[config.mk]
export PLATFORM = sky130hd
export DESIGN_NAME = joystick_scan_flat
export DESIGN_NICKNAME = d
export VERILOG_FILES = /design/src/rtl/joystick_pkg.sv /design/src/rtl/joystick_scan_if.sv /design/src/rtl/joystick_map.sv /design/src/rtl/joystick_scan.sv /design/src/flat_wrapper.sv
export SDC_FILE = /design/constraint.sdc
export NUM_CORES = 1
export LEC_CHECK = 0
export ABC_AREA = 1
export ABC_CLOCK_PERIOD_IN_PS = 2500
export CORE_AREA = 2 2 70 55
export CTS_BUF_LIST = sky130_fd_sc_hd__clkbuf_4
export CTS_CLUSTER_SIZE = 14
export DETAILED_ROUTE_END_ITERATION = 7
export DIE_AREA = 0 0 72 57
export GPL_ROUTABILITY_DRIVEN = 0
export PLACE_DENSITY = 0.85
export RECOVER_POWER = 50
export SYNTH_ARGS = -nofsm -noshare
export SYNTH_HDL_FRONTEND = slang
export SYNTH_SLANG_ARGS = --single-unit
[constraint.sdc]
create_clock -name clock -period 2.5 [get_ports clock]
set_input_delay 0.25 -clock clock [delete_from_list [all_inputs] [get_ports clock]]
set_output_delay 0.25 -clock clock [all_outputs]
set_load 0.005 [all_outputs]
[src/rtl/joystick_pkg.sv]
`default_nettype none
// ============================================================================
//  Module   : joystick_pkg
//  Purpose  : Shared definitions for the pad scanner: scan state encoding,
//             select-phase constants and button bit indices of the 8-bit
//             pad word (also used by the game core to decode joy1/joy2).
//  Revision : 1.0  initial release
// ============================================================================
package joystick_pkg;

  // Scan sequencer states; each state lasts at least one ce step
  typedef enum logic [1:0] {
    ST_SEL    = 2'd0,
    ST_LOAD   = 2'd1,
    ST_SHIFT  = 2'd2,
    ST_UPDATE = 2'd3
  } scan_state_t;

  // Value driven on the select line for each capture phase
  localparam logic PHASE_H = 1'b1;
  localparam logic PHASE_L = 1'b0;

  // Width of one assembled pad word
  localparam int PAD_BITS = 8;

  // Bit positions inside an assembled pad word (1 = pressed)
  localparam int JOY_UP    = 0;
  localparam int JOY_DOWN  = 1;
  localparam int JOY_LEFT  = 2;
  localparam int JOY_RIGHT = 3;
  localparam int JOY_B     = 4;
  localparam int JOY_C     = 5;
  localparam int JOY_A     = 6;
  localparam int JOY_START = 7;

endpackage
`default_nettype wire

[src/rtl/joystick_scan_if.sv]
`default_nettype none
// ============================================================================
//  Module   : joystick_scan_if
//  Purpose  : Bundles the external shift-chain lines and the decoded pad
//             words. master = scanner side, slave = chain/consumer side.
//  Revision : 1.0  initial release
// ============================================================================
interface joystick_scan_if;
  import joystick_pkg::*;

  logic                joyCk;   // shift clock to chain, idle low
  logic                joyLd;   // parallel load, active low
  logic                joyS;    // pad select line
  logic                joyD;    // serial data from chain, active-low buttons
  logic [PAD_BITS-1:0] joy1;    // pad1 word, 1 = pressed
  logic [PAD_BITS-1:0] joy2;    // pad2 word, 1 = pressed
  logic                strobe;  // one-clock pulse when joy1/joy2 update

  modport master (
    output joyCk, joyLd, joyS, joy1, joy2, strobe,
    input  joyD
  );

  modport slave (
    input  joyCk, joyLd, joyS, joy1, joy2, strobe,
    output joyD
  );

endinterface
`default_nettype wire

[src/rtl/joystick_map.sv]
`default_nettype none
// ============================================================================
//  Module   : joystick_map
//  Purpose  : Combinational remap of one pad's raw H/L phase captures into
//             the 8-bit button word. Bits of the captures that carry no
//             button in a given phase are ignored.
//  Revision : 1.0  initial release
// ============================================================================
module joystick_map
  import joystick_pkg::*;
#(
  parameter int HALF = 8
) (
  input  logic [HALF-1:0]     raw_h,
  input  logic [HALF-1:0]     raw_l,
  output logic [PAD_BITS-1:0] word
);

  // Only k0..k5 (phase H) and k4..k5 (phase L) carry buttons; the rest is
  // folded here so the unused capture bits are explicitly consumed.
  logic unused_bits;
  assign unused_bits = ^{raw_h, raw_l};

  // Assemble the button word from the two select phases
  always_comb begin
    word             = '0;
    word[JOY_UP]     = raw_h[0];
    word[JOY_DOWN]   = raw_h[1];
    word[JOY_LEFT]   = raw_h[2];
    word[JOY_RIGHT]  = raw_h[3];
    word[JOY_B]      = raw_h[4];
    word[JOY_C]      = raw_h[5];
    word[JOY_A]      = raw_l[4];
    word[JOY_START]  = raw_l[5];
  end

endmodule
`default_nettype wire

[src/rtl/joystick_scan.sv]
`default_nettype none
// ============================================================================
//  Module   : joystick_scan
//  Purpose  : Scans two Mega Drive style pads through a serial 74HC165-type
//             chain and presents active-high button words joy1/joy2.
//             Sequence per frame (one ce step per transition):
//               SEL(H) LOAD SHIFT(2*BITS) SEL(L) LOAD SHIFT(2*BITS) UPDATE
//             Optional macro JOYSTICK_DEBOUNCE_EN: outputs load only when
//             both assembled words equal those of the previous frame.
//  Revision : 1.0  initial release
// ============================================================================
module joystick_scan
  import joystick_pkg::*;
#(
  parameter int BITS = 16
) (
  input  logic            clock,
  input  logic            reset,
  input  logic            ce,
  joystick_scan_if.master bus
);

  localparam int            HALF   = BITS / 2;
  localparam int            NW     = $clog2(BITS);
  localparam logic [NW-1:0] N_LAST = NW'(BITS - 1);

  scan_state_t         state_q, state_d;
  logic                phase_q, phase_d;
  logic [NW-1:0]       n_q, n_d;
  logic                odd_q, odd_d;
  logic [BITS-1:0]     raw_h_q, raw_h_d;
  logic [BITS-1:0]     raw_l_q, raw_l_d;
  logic                joy_ck_q, joy_ck_d;
  logic                joy_ld_q, joy_ld_d;
  logic                joy_s_q, joy_s_d;
  logic [PAD_BITS-1:0] joy1_q, joy1_d;
  logic [PAD_BITS-1:0] joy2_q, joy2_d;
  logic                strobe_q, strobe_d;
`ifdef JOYSTICK_DEBOUNCE_EN
  logic [PAD_BITS-1:0] prev1_q, prev1_d;
  logic [PAD_BITS-1:0] prev2_q, prev2_d;
`endif

  logic [PAD_BITS-1:0] word1, word2;

  // pad1 is the first half of the chain to come out, pad2 the second
  joystick_map #(.HALF(HALF)) u_map_pad1 (
    .raw_h (raw_h_q[HALF-1:0]),
    .raw_l (raw_l_q[HALF-1:0]),
    .word  (word1)
  );

  joystick_map #(.HALF(HALF)) u_map_pad2 (
    .raw_h (raw_h_q[BITS-1:HALF]),
    .raw_l (raw_l_q[BITS-1:HALF]),
    .word  (word2)
  );

  // Next-state logic; registered outputs are set for the state being entered
  always_comb begin
    state_d  = state_q;
    phase_d  = phase_q;
    n_d      = n_q;
    odd_d    = odd_q;
    raw_h_d  = raw_h_q;
    raw_l_d  = raw_l_q;
    joy_ck_d = joy_ck_q;
    joy_ld_d = joy_ld_q;
    joy_s_d  = joy_s_q;
    joy1_d   = joy1_q;
    joy2_d   = joy2_q;
    strobe_d = 1'b0;
`ifdef JOYSTICK_DEBOUNCE_EN
    prev1_d  = prev1_q;
    prev2_d  = prev2_q;
`endif
    if (ce) begin
      case (state_q)
        ST_SEL: begin
          state_d  = ST_LOAD;
          joy_ld_d = 1'b0;
        end
        ST_LOAD: begin
          state_d  = ST_SHIFT;
          joy_ld_d = 1'b1;
          joy_ck_d = 1'b0;
          n_d      = '0;
          odd_d    = 1'b0;
        end
        ST_SHIFT: begin
          if (!odd_q) begin
            // Data has settled for a whole step with the clock low: sample it
            if (phase_q == PHASE_H) begin
              raw_h_d[n_q] = ~bus.joyD;
            end else begin
              raw_l_d[n_q] = ~bus.joyD;
            end
            odd_d    = 1'b1;
            joy_ck_d = 1'b1;
          end else begin
            odd_d    = 1'b0;
            joy_ck_d = 1'b0;
            if (n_q == N_LAST) begin
              if (phase_q == PHASE_H) begin
                state_d = ST_SEL;
                phase_d = PHASE_L;
                joy_s_d = PHASE_L;
              end else begin
                state_d = ST_UPDATE;
              end
            end else begin
              n_d = n_q + 1'b1;
            end
          end
        end
        ST_UPDATE: begin
          state_d = ST_SEL;
          phase_d = PHASE_H;
          joy_s_d = PHASE_H;
`ifdef JOYSTICK_DEBOUNCE_EN
          prev1_d = word1;
          prev2_d = word2;
          if ((word1 == prev1_q) && (word2 == prev2_q)) begin
            joy1_d   = word1;
            joy2_d   = word2;
            strobe_d = 1'b1;
          end
`else
          joy1_d   = word1;
          joy2_d   = word2;
          strobe_d = 1'b1;
`endif
        end
        default: begin
          state_d = ST_SEL;
        end
      endcase
    end
  end

  // State and output registers with asynchronous reset
  always_ff @(posedge clock or posedge reset) begin
    if (reset) begin
      state_q  <= ST_SEL;
      phase_q  <= PHASE_H;
      n_q      <= '0;
      odd_q    <= 1'b0;
      raw_h_q  <= '0;
      raw_l_q  <= '0;
      joy_ck_q <= 1'b0;
      joy_ld_q <= 1'b1;
      joy_s_q  <= PHASE_H;
      joy1_q   <= '0;
      joy2_q   <= '0;
      strobe_q <= 1'b0;
`ifdef JOYSTICK_DEBOUNCE_EN
      prev1_q  <= '0;
      prev2_q  <= '0;
`endif
    end else begin
      state_q  <= state_d;
      phase_q  <= phase_d;
      n_q      <= n_d;
      odd_q    <= odd_d;
      raw_h_q  <= raw_h_d;
      raw_l_q  <= raw_l_d;
      joy_ck_q <= joy_ck_d;
      joy_ld_q <= joy_ld_d;
      joy_s_q  <= joy_s_d;
      joy1_q   <= joy1_d;
      joy2_q   <= joy2_d;
      strobe_q <= strobe_d;
`ifdef JOYSTICK_DEBOUNCE_EN
      prev1_q  <= prev1_d;
      prev2_q  <= prev2_d;
`endif
    end
  end

  assign bus.joyCk  = joy_ck_q;
  assign bus.joyLd  = joy_ld_q;
  assign bus.joyS   = joy_s_q;
  assign bus.joy1   = joy1_q;
  assign bus.joy2   = joy2_q;
  assign bus.strobe = strobe_q;

endmodule
`default_nettype wire
[src/flat_wrapper.sv]
// flat-port wrapper written by rule: the top's interface ports become plain ports
module joystick_scan_flat import joystick_pkg::*;
#(
  parameter int BITS = 16
)
  (clock, reset, ce, bus_joyCk, bus_joyLd, bus_joyS, bus_joy1, bus_joy2, bus_strobe, bus_joyD);
  joystick_scan_if bus_i ();
  input  logic clock;
  input  logic reset;
  input  logic ce;
  output wire logic [$bits(bus_i.joyCk)-1:0] bus_joyCk;
  output wire logic [$bits(bus_i.joyLd)-1:0] bus_joyLd;
  output wire logic [$bits(bus_i.joyS)-1:0] bus_joyS;
  output wire logic [$bits(bus_i.joy1)-1:0] bus_joy1;
  output wire logic [$bits(bus_i.joy2)-1:0] bus_joy2;
  output wire logic [$bits(bus_i.strobe)-1:0] bus_strobe;
  input wire logic [$bits(bus_i.joyD)-1:0] bus_joyD;
  assign bus_joyCk = bus_i.joyCk;
  assign bus_joyLd = bus_i.joyLd;
  assign bus_joyS = bus_i.joyS;
  assign bus_joy1 = bus_i.joy1;
  assign bus_joy2 = bus_i.joy2;
  assign bus_strobe = bus_i.strobe;
  assign bus_i.joyD = bus_joyD;
  joystick_scan #(.BITS(BITS)) u_core (.clock(clock), .reset(reset), .ce(ce), .bus(bus_i));
endmodule
-- Word-level counts from Yosys, hierarchy flattened
Index checks and enable logic that the tools add are counted.
- flip-flop bits (word level): 59
- bits of input ports: 4
- output and inout port bits: 20
- word-level logic and storage cells: 62
- add/sub/neg operators: 1
- magnitude comparators: 2
- equality and inequality tests: 8
- mux-type cells: 23
- bitwise logic cells: 3
- reduce and logical (&&, ||, !) cells: 14
- operators by type and width (cell ; number):
    16-bit bitwise mux ; 2
    4-bit AND reduction ; 4
    1-bit 2-to-1 mux ; 9
    4-bit 2-to-1 mux ; 2
    1-bit case mux with 2 select lines ; 4
    2-bit case mux with 4 select lines ; 1
    4-bit case mux with 2 select lines ; 1
    2-bit 2-to-1 mux ; 3
    2-bit by 1-bit inequality test with 1-bit output, second input constant ; 3
    2-bit AND reduction ; 3
    2-bit nonzero test ; 3
    4-bit by 5-bit less-than comparator with 1-bit output, second input constant ; 1
    5-bit AND reduction ; 1
    4-bit by 1-bit adder with 4-bit output, second input constant ; 1
    1-bit demux with 4-bit select ; 1
    2-bit == test, second input constant ; 2
    4-bit == test, second input constant ; 1
    4-bit by 1-bit greater-or-equal comparator with 1-bit output, second input constant ; 1
    1-bit inverter ; 3
    3-bit AND reduction ; 1
    2-bit by 1-bit == test with 1-bit output, second input constant ; 1
    2-bit logical NOT ; 1
    2-bit inequality test, second input constant ; 1
    1-bit logical AND ; 1

-- Longest topological paths before layout
- word-level depth: 5
- gate-level depth with buffers: 8
- mapped depth without buffers: 8

-- Hierarchy
From an unflattened synthesis, not the netlist that was laid out.
- cells, all modules: 330
- area, all modules: 2806.4 µm²
- by module, submodules not included (module ; instances ; cells an instance ; area each (µm²) ; seq. area each (µm²)):
    joystick_scan ; 1 ; 314 ; 2686.3 ; 1480.2
    joystick_map ; 2 ; 8 ; 60.1 ; 0.0

-- Least setup slack after synthesis
OpenSTA, ideal clock, no wires.
- path type: reg-to-reg
- from: reg u_core.state_q[0]
- to: reg u_core.raw_h_q[0]
- library setup time: 0.116 ns
- data arrival time: 1.356 ns
- data required time: 2.384 ns
- setup slack: 1.027 ns
- stages on the path, launching flop included: 8
- buffers on the path: 0
- period minus slack after synthesis: 1.473 ns
- path through: dfrtp_1 inv_1 ha_1 nand4_4 nor2_4 nand2_1 nand2_1 nand2_1
- cells in the longest elaborated chain, start to end: 2
- ends and longest elaborated chain (element ; line ; text):
    start: declaration ; joystick_scan.sv:27 ; scan_state_t state_q, state_d;
    start signal: assignment ; joystick_scan.sv:161 ; state_q <= state_d;
    2-bit == test ; joystick_scan.sv:78 ; case (state_q)
    4-bit AND reduction (no source line) ; - ;
    end signal: assignment ; joystick_scan.sv:165 ; raw_h_q <= raw_h_d;
    end: declaration ; joystick_scan.sv:31 ; logic [BITS-1:0] raw_h_q, raw_h_d;
Every way passes these cells.
A chain may end at the register's enable or synchronous reset.

-- Worst setup path after layout
- from: reg u_core.state_q[0]
- to: reg u_core.raw_h_q[1]
The elaborated chain is that of the path after synthesis.

==> impl_metrics.ini <==
[setup_path]
cp.arrival_ns = 1.97
crit_path_max_fanout = 8
cp-start-kind = register
rr_startpoint = u_core.state_q[0]
worstSetupPathType = register to register
cp.required_ns = 2.76
rr_worst_depth = 7
timing.rr.end = u_core.raw_h_q[1]
worst_setup_path_end_kind = register
r2r_slack_ns = 0.79

[place]
io_buffer_count = 23
pre_cts_ws_ns = 0.698
placed_cell_area_um2 = 2310
dpl.hpwl_um = 2560

[drt]
antenna_left = 0
drc = 0
wl_per_cell_um = 11.7
firstDrtPassIters = 5
drtIter0Drc = 92
vias = 1544
viasPerCell = 5.03
routed_wl_um = 3600

[pwr]
internal_power_mw = 1.14
p_sw_mw = 0.655
p_leak_nw = 1.20
peakVddDrop_uv = 737
p_clk_share_pct = 19.0
combPwrFrac_pct = 31.1
sequentialPowerShare_pct = 49.9
cellPowerDensity_nw_per_um2 = 760
switching_share_pct = 36.5

[logic_synthesis]
post_synth.cell_area_avg_um2 = 8.59
ys_types = 25
synthArstFlopShare_pct = 100
yosysWarningCount = 0
yosysTopAreaCellShare_pct = 48.8
ys.flop_type = dfrtp_1
synth-seq-area-share_pct = 52.6
synth_area_leaders = dfrtp_1 49%, nand2_1 19%, ha_1 6.7%, dfstp_2 3.8%, o21ai_1 3.4%
ys_ff_latch = 43
syn_area_um2 = 2050
synth_edf_count = 0
yosys.area.top_type = dfrtp_1
syn_inst = 239
synth_fp_nets = 254

[clocking]
cts_made_buffers = 5
cts_sinks = 43
cts_resized = 0
h-tree-depth = 2
holdBufCountCts = 0
clkTransAtPathRegs_ns = 0.12
cts_setup_buffers = 0
clkLatencyLatePin_ns = 0.36
cts_tree = yes
clock_path_buffers = 2
cts.root.buffer_cell = clkbuf_4

[hold_path]
holdPathStages = 2
hold_path.class = register to register
holdCritStartpoint = u_core.raw_h_q[13]
holdPathEnd = u_core.bus.joy2[5]

[global_route]
grt-ovfl-total = 0
grt_pass1_vias = 1476
grt_start_max_net_pins = 44
grt_pass1_wl_um = 6400
track_usage_pct = 20.5
antenna_found_initial = 0

[run]
drv_cap = 0

[die]
rows = 19
dieArea_um2 = 4100
die_w_um = 72
fp.dieH_um = 57
start_util_pct = 58.8
ioPinCount = 24
core-area_um2 = 3490

[cells_and_area]
nets = 279
insertedDiodeCount = 0
finalInstanceArea_um2 = 2360
area_delta_synth_final_pct = 15.1
final_common_cell = nand2_1
most-common-layout-cells = 102 x nand2_1, 40 x dfrtp_1, 15 x clkdlybuf4s50_1, 14 x o21ai_1, 13 x inv_1
drive_above_1_share_pct = 10.6

[timing]
tns_ns = 0
clock.fmax_ghz = 0.585
fin_crit_ns = 1.71
setup_viol = 0
finClkSkew_ns = 0.00669
rsz0062_at_grt = false
fin_ws_ns = 0.789
relSlewSlack_pct = 33.3
final_max_slew_viol_count = 0
period_share_pct = 68.4
worst_slew_pin_slew_ns = 1.00
hold_ws_ns = 0.471
final_hold_viol_count = 0

[outcome]
status = finished, final reports clean
routing by layer:
| layer | up-vias | track usage [%] | share of wire (%) |
|---|---|---|---|
| li1 | 801 | - | - |
| met1 | 703 | 28.0 | 50 |
| met2 | 33 | 30.2 | 43 |
| met3 | 7 | 4.95 | 3.9 |
| met4 | 0 | 12.1 | 2.5 |
| met5 | - | 0 | 0 |
through the flow:
step                std cells  power (mW)  utilization (%)
CTS                       307        1.82             67.7
floorplan                 239        1.29                -
global placement          299        1.46             66.0
detailed placement        299        1.48             66.0
global route              307        1.93             67.6
finish                    307        1.80             67.6
cell usage after synthesis, types with 2 or more instances:
cell type and count:
nand2_1 102, dfrtp_1 40, o21ai_1 14, inv_1 12
ha_1 11, nor2_1 10, nand3_1 9, a21oi_1 6
nor2_2 5, nand2_2 4, buf_4 3, dfstp_2 3
inv_2 3, nand4_1 3, nor2_4 3, buf_2 2
worst max path at each step:
| stage | startpoint | to | depth (start not counted) |
|---|---|---|---|
| finish | u_core.state_q[0] | u_core.raw_h_q[1] | 7 |
| global placement | ce | u_core.bus.joy1[0] | 5 |
| floorplan | u_core.state_q[0] | u_core.raw_h_q[0] | 7 |
| global route | u_core.state_q[0] | u_core.raw_h_q[11] | 6 |
| detailed placement | ce | u_core.bus.joy2[4] | 5 |
| CTS | u_core.state_q[0] | u_core.raw_h_q[1] | 7 |
layout make-up:
type | count | area (um2)
timing repair buffer | 24 | 235
fill | 289 | 1130
clock buffer | 6 | 45.0
tap | 42 | 52.6
sequential | 43 | 1080
clock inverter | 2 | 12.5
multi-input combinational | 174 | 876
inverter | 16 | 61.3
cells by family (layout without fill, tap and decap cells):
logic type / count (synthesis) / in the layout / synth area share (%)
AND/OR/NAND/NOR: 138 / 138 / 29.3
flip-flops: 43 / 43 / 52.6
AO/OA/AOI/OAI: 24 / 24 / 6.22
buffers and inverters: 22 / 48 / 4.75
adder cells (fa/ha/maj): 11 / 11 / 6.70
XOR/XNOR: 1 / 1 / 0.427
flip-flops by register name (all words and copies together), names as in the netlist:
signal             count
u_core.bus.joy2        8
u_core.odd_q           1
u_core.bus.joy1        8
u_core.bus.joyLd       1
u_core.raw_h_q        12
u_core.raw_l_q         4
u_core.bus.strobe      1
u_core.state_q         2
u_core.phase_q         1
u_core.n_q             4
u_core.bus.joyS        1
power by group through the flow:
stage	logic [mW]	registers (mW)	clock network (mW)
3_3_place_gp	0.556	0.905	0
3_5_place_dp	0.568	0.909	0
6_report	0.559	0.896	0.340
4_1_cts	0.572	0.896	0.352
2_1_floorplan	0.401	0.893	0
5_1_grt	0.641	0.910	0.383
critical path: stages (launching register included):
cell	delay, ns
dfrtp_1	0.47
inv_1	0.16
ha_1	0.37
nand4_4	0.25
nor2_4	0.19
nand2_1	0.07
nand2_1	0.06
nand2_1	0.05
Note: power is estimated with default switching activity, not from simulation.
==> RTL change 1, RTL diff (same flow settings) <==
The package constant `PAD_BITS` goes from 8 to 12.
--- a/src/rtl/joystick_pkg.sv
+++ b/src/rtl/joystick_pkg.sv
@@ -21,7 +21,7 @@
   localparam logic PHASE_L = 1'b0;
 
   // Width of one assembled pad word
-  localparam int PAD_BITS = 8;
+  localparam int PAD_BITS = 12;
 
   // Bit positions inside an assembled pad word (1 = pressed)
   localparam int JOY_UP    = 0;
Interface: changed (resized bus_joy1 and bus_joy2); port bits go from 24 to 32. No check against the original RTL was run, so the function may have changed too.
==> RTL change 1 against the original RTL <==
- wire length grew 7.0%
- total power grew 0.78%
- final area rose by 0.37%
- clock skew increased by 0.0064 ns
- count of clock-buffer cells in the layout unchanged
- utilization up 0.25 points
- synthesized area is 2.1% higher
- clock power increased by 1%
- sequential cell count unchanged
- via count rose by 5.3%
- die area unchanged
- worst setup slack improved by 0.0043 ns
- first-iteration DRC count is 12% higher
==> RTL change 1: results (changes against the original RTL) <==
qor: routing.dr_total_vias 1626 [+5.3%]
qor: sta.worst_slew_margin_rel 0.336 [+0.00372]
qor: logic_synthesis.post_synth_fa_ha_maj_area_fraction 0.0657 [-0.00136]
qor: finish.seqAreaFraction 0.455 [-0.00169]
qor: routing.met2_length 1.87 mm [+20%]
qor: grt.grt.met2_usage 0.366 [+0.0648]
qor: grt.met3_usage 0.0813 [+0.0318]
qor: min_path.hold_path.startpoint u_core.bus.joyS
qor: finish.nets 288 [+3.2%]
qor: grt.vias_in_the_first_global_route 1524 [+3.3%]
qor: logic_synthesis.synth_compound_gate_area_share 0.0597 [-0.00246]
qor: placed_design.detailed_place_hpwl 2.77 mm [+8.3%]
qor: finish.layout_cell_share_with_drive_strength_beyond_1 0.0876 [-0.0181]
qor: routing.met1Wirelength 1.71 mm [-5.9%]
qor: logic_synthesis.top_cells_by_count_synth nand2_1, dfrtp_1, o21ai_1, nor2_1, inv_1
qor: worst_setup_path.path_max_fanout 17 [+9]
qor: routing.routedWlPerCell 12.2 um [+4.0%]
qor: finish.final-nonclk-buf-share 0.0992 [-0.000367]
qor: logic_synthesis.synth.area.top_cells dfrtp_1, nand2_1, ha_1
qor: placed_design.pre_cts_ws 0.695 ns [-0.00368 ns]
qor: routing.met3RoutedLength 217 um [+54%]
qor: run_status.status finished clean
qor: grt.wire_length_of_the_first_global_routing_pass 6.66 mm [+4.0%]
qor: worst_setup_path.endpoint u_core.bus.joy1[3]
qor: finish.seq_cells 43 [unchanged]
qor: sta.skew 0.0131 ns [+0.00642 ns]
qor: grt.groute.layer.met1.usage 0.255 [-0.0250]
qor: sta.whs 0.485 ns [+0.0141 ns]
qor: routing.first_pass_iters 4 [-1]
qor: logic_synthesis.synth-xor-area-share 0.00418 [-0.0000866]
## RTL change 1: changes by cell type in the layout (fill, tap and decap cells not counted), moves of 2 or more
cell,before,now
inv_2,2,4
nor2_1,10,13
nand2_2,4,2
o21ai_1,14,16
nor2_4,3,1
nand2_1,102,104
conb_1,0,8
## RTL change 1: per-stage QoR
stage          instances  power (mW)  area, um2
2_1_floorplan        256        1.30       2120
3_3_place_gp         308        1.46       2320
3_5_place_dp         308        1.48       2320
4_1_cts              316        1.84       2380
5_1_grt              316        1.95       2370
6_report             316        1.81       2370
## RTL change 1: worst register-to-register path: stages (launching register included)
cell	delay (ns)
dfrtp_1	0.46
ha_1	0.24
nand2_1	0.44
inv_2	0.27
nand2_1	0.13
nand2_1	0.06
## RTL change 1: report_power, final
group	leakage, nW	switching [mW]	internal (mW)
clock	0.0317	0.224	0.119
sequential	0.581	0.0906	0.807
combinational	0.607	0.348	0.220
==> RTL change 2, RTL diff (same settings) <==
Without the edit above. The 4 states of `scan_state_t` get a one-hot encoding in 4 bits.
--- a/src/rtl/joystick_pkg.sv
+++ b/src/rtl/joystick_pkg.sv
@@ -9,11 +9,11 @@
 package joystick_pkg;
 
   // Scan sequencer states; each state lasts at least one ce step
-  typedef enum logic [1:0] {
-    ST_SEL    = 2'd0,
-    ST_LOAD   = 2'd1,
-    ST_SHIFT  = 2'd2,
-    ST_UPDATE = 2'd3
+  typedef enum logic [3:0] {
+    ST_SEL    = 4'b0001,
+    ST_LOAD   = 4'b0010,
+    ST_SHIFT  = 4'b0100,
+    ST_UPDATE = 4'b1000
   } scan_state_t;
 
   // Value driven on the select line for each capture phase
Formal check against the unedited RTL: same outputs for any inputs over 10 cycles, from zero or initial values and one cycle with reset high; not proved beyond that.
==> RTL change 2 against the original RTL <==
- wire length increased by 10%
- sequential cell count increased by 2
- synthesized area increased by 3.7%
- final area increased by 3.0%
- via count increased by 10%
- total power decreased by 4.0%
- worst setup slack got worse by 0.13 ns
- utilization increased by 2.0 points
- cell count increased by 6.5%
- critical endpoint is now u_core.raw_h_q[13]
- highest routed layer unchanged
==> RTL change 2: results (changes against the original RTL) <==
qor: min_path.holdPathEnd u_core.bus.joyS
qor: logic_synthesis.synth.distinct_cells 26 [+4.0%]
qor: grt.grt.met2_usage 0.332 [+0.0304]
qor: finish.layout_cell_share_with_drive_strength_beyond_1 0.0772 [-0.0285]
qor: grt.groute.layer.met1.usage 0.337 [+0.0566]
qor: grt.grt_start_max_net_pins 46 [+4.5%]
qor: worst_setup_path.arrival 2.10 ns [+0.13 ns]
qor: routing.first_pass_iters 4 [-1]
qor: logic_synthesis.synth.area.top_cells dfrtp_1, nand2_1, dfstp_2
qor: grt.vias_in_the_first_global_route 1567 [+6.2%]
qor: worst_setup_path.crit_slowest_cell nor2_1
qor: worst_setup_path.path_max_fanout 12 [+4]
qor: cts.insertion_delay 0.38 ns [+0.02 ns]
qor: routing.met3RoutedLength 200 um [+42%]
qor: run_status.status finished clean
qor: grt.met3_usage 0.0424 [-0.00707]
qor: routing.met2_length 1.73 mm [+11%]
qor: routing.dr_total_vias 1699 [+10%]
qor: sta.skew 0.0118 ns [+0.00511 ns]
qor: finish.nets 292 [+4.7%]
qor: cts.clkTransAtPathRegs 0.14 ns [+0.02 ns]
qor: grt.total_global_routing_track_utilization 0.225 [+0.0193]
qor: placed_design.post_dp_cell_area 2380 um2 [+3.4%]
qor: grt.wire_length_of_the_first_global_routing_pass 7.08 mm [+11%]
qor: pwr.p_leak 1.22 nW [+1.6%]
qor: worst_setup_path.critPathMaxStageDelay 0.58 ns [+0.11 ns]
qor: worst_setup_path.regToRegSetupSlack 0.66 ns [-0.13 ns]
qor: sta.transition_at_the_pin_with_the_smallest_max_transition_slack 1.05 ns [+0.0533 ns]
## RTL change 2: cells by family after synthesis
| logic type | after synthesis | synth area share |
|---|---|---|
| AO/OA/AOI/OAI | 23 | 0.0605 |
| adder cells (fa/ha/maj) | 4 | 0.0235 |
| buffers and inverters | 24 | 0.0499 |
| flip-flops | 45 | 0.531 |
| AND/OR/NAND/NOR | 162 | 0.335 |
## RTL change 2: worst max-delay path by stage
stage	startpoint	end	slack, ns	cells after the start
2_1_floorplan	u_core.n_q[0]	u_core.n_q[3]	1.18	7
3_3_place_gp	ce	u_core.bus.joy1[2]	0.77	6
3_5_place_dp	ce	u_core.bus.joy1[1]	0.73	6
4_1_cts	u_core.bus.joyLd	bus_joyLd	0.82	1
5_1_grt	u_core.state_q[2]	u_core.raw_h_q[13]	0.48	7
6_report	u_core.state_q[3]	u_core.raw_h_q[13]	0.66	6
## RTL change 2: power groups by stage
stage               sequential (mW)  combinational [mW]  clock, mW
detailed placement            0.920               0.456          0
global route                  0.918               0.511      0.404
global placement              0.918               0.443          0
finish                        0.907               0.448      0.368
CTS                           0.906               0.459      0.374
floorplan                     0.909               0.324          0
## RTL change 2: metrics by stage
step	instances	setup slack, ns	hold WS [ns]	power (mW)
floorplan	258	1.18	0.357	1.23
global placement	319	0.767	0.456	1.36
detailed placement	319	0.726	0.457	1.38
CTS	327	0.816	0.320	1.74
global route	327	0.478	0.507	1.83
finish	327	0.661	0.481	1.72
## RTL change 2: layout make-up
cell class	count	area, um2
clock inverters	3	25.0
flip-flops and latches	45	1130
inverters	19	71.3
repair buffers	24	235
fillers	292	1060
multi-input cells	189	880
well taps	42	52.6
clock buffers	5	37.5
## RTL change 2: critical path: cells and delay by family (launching register included)
family          cells  cell delay [ns]
simple gates        5             1.16
flops               1             0.49
compound gates      1             0.07
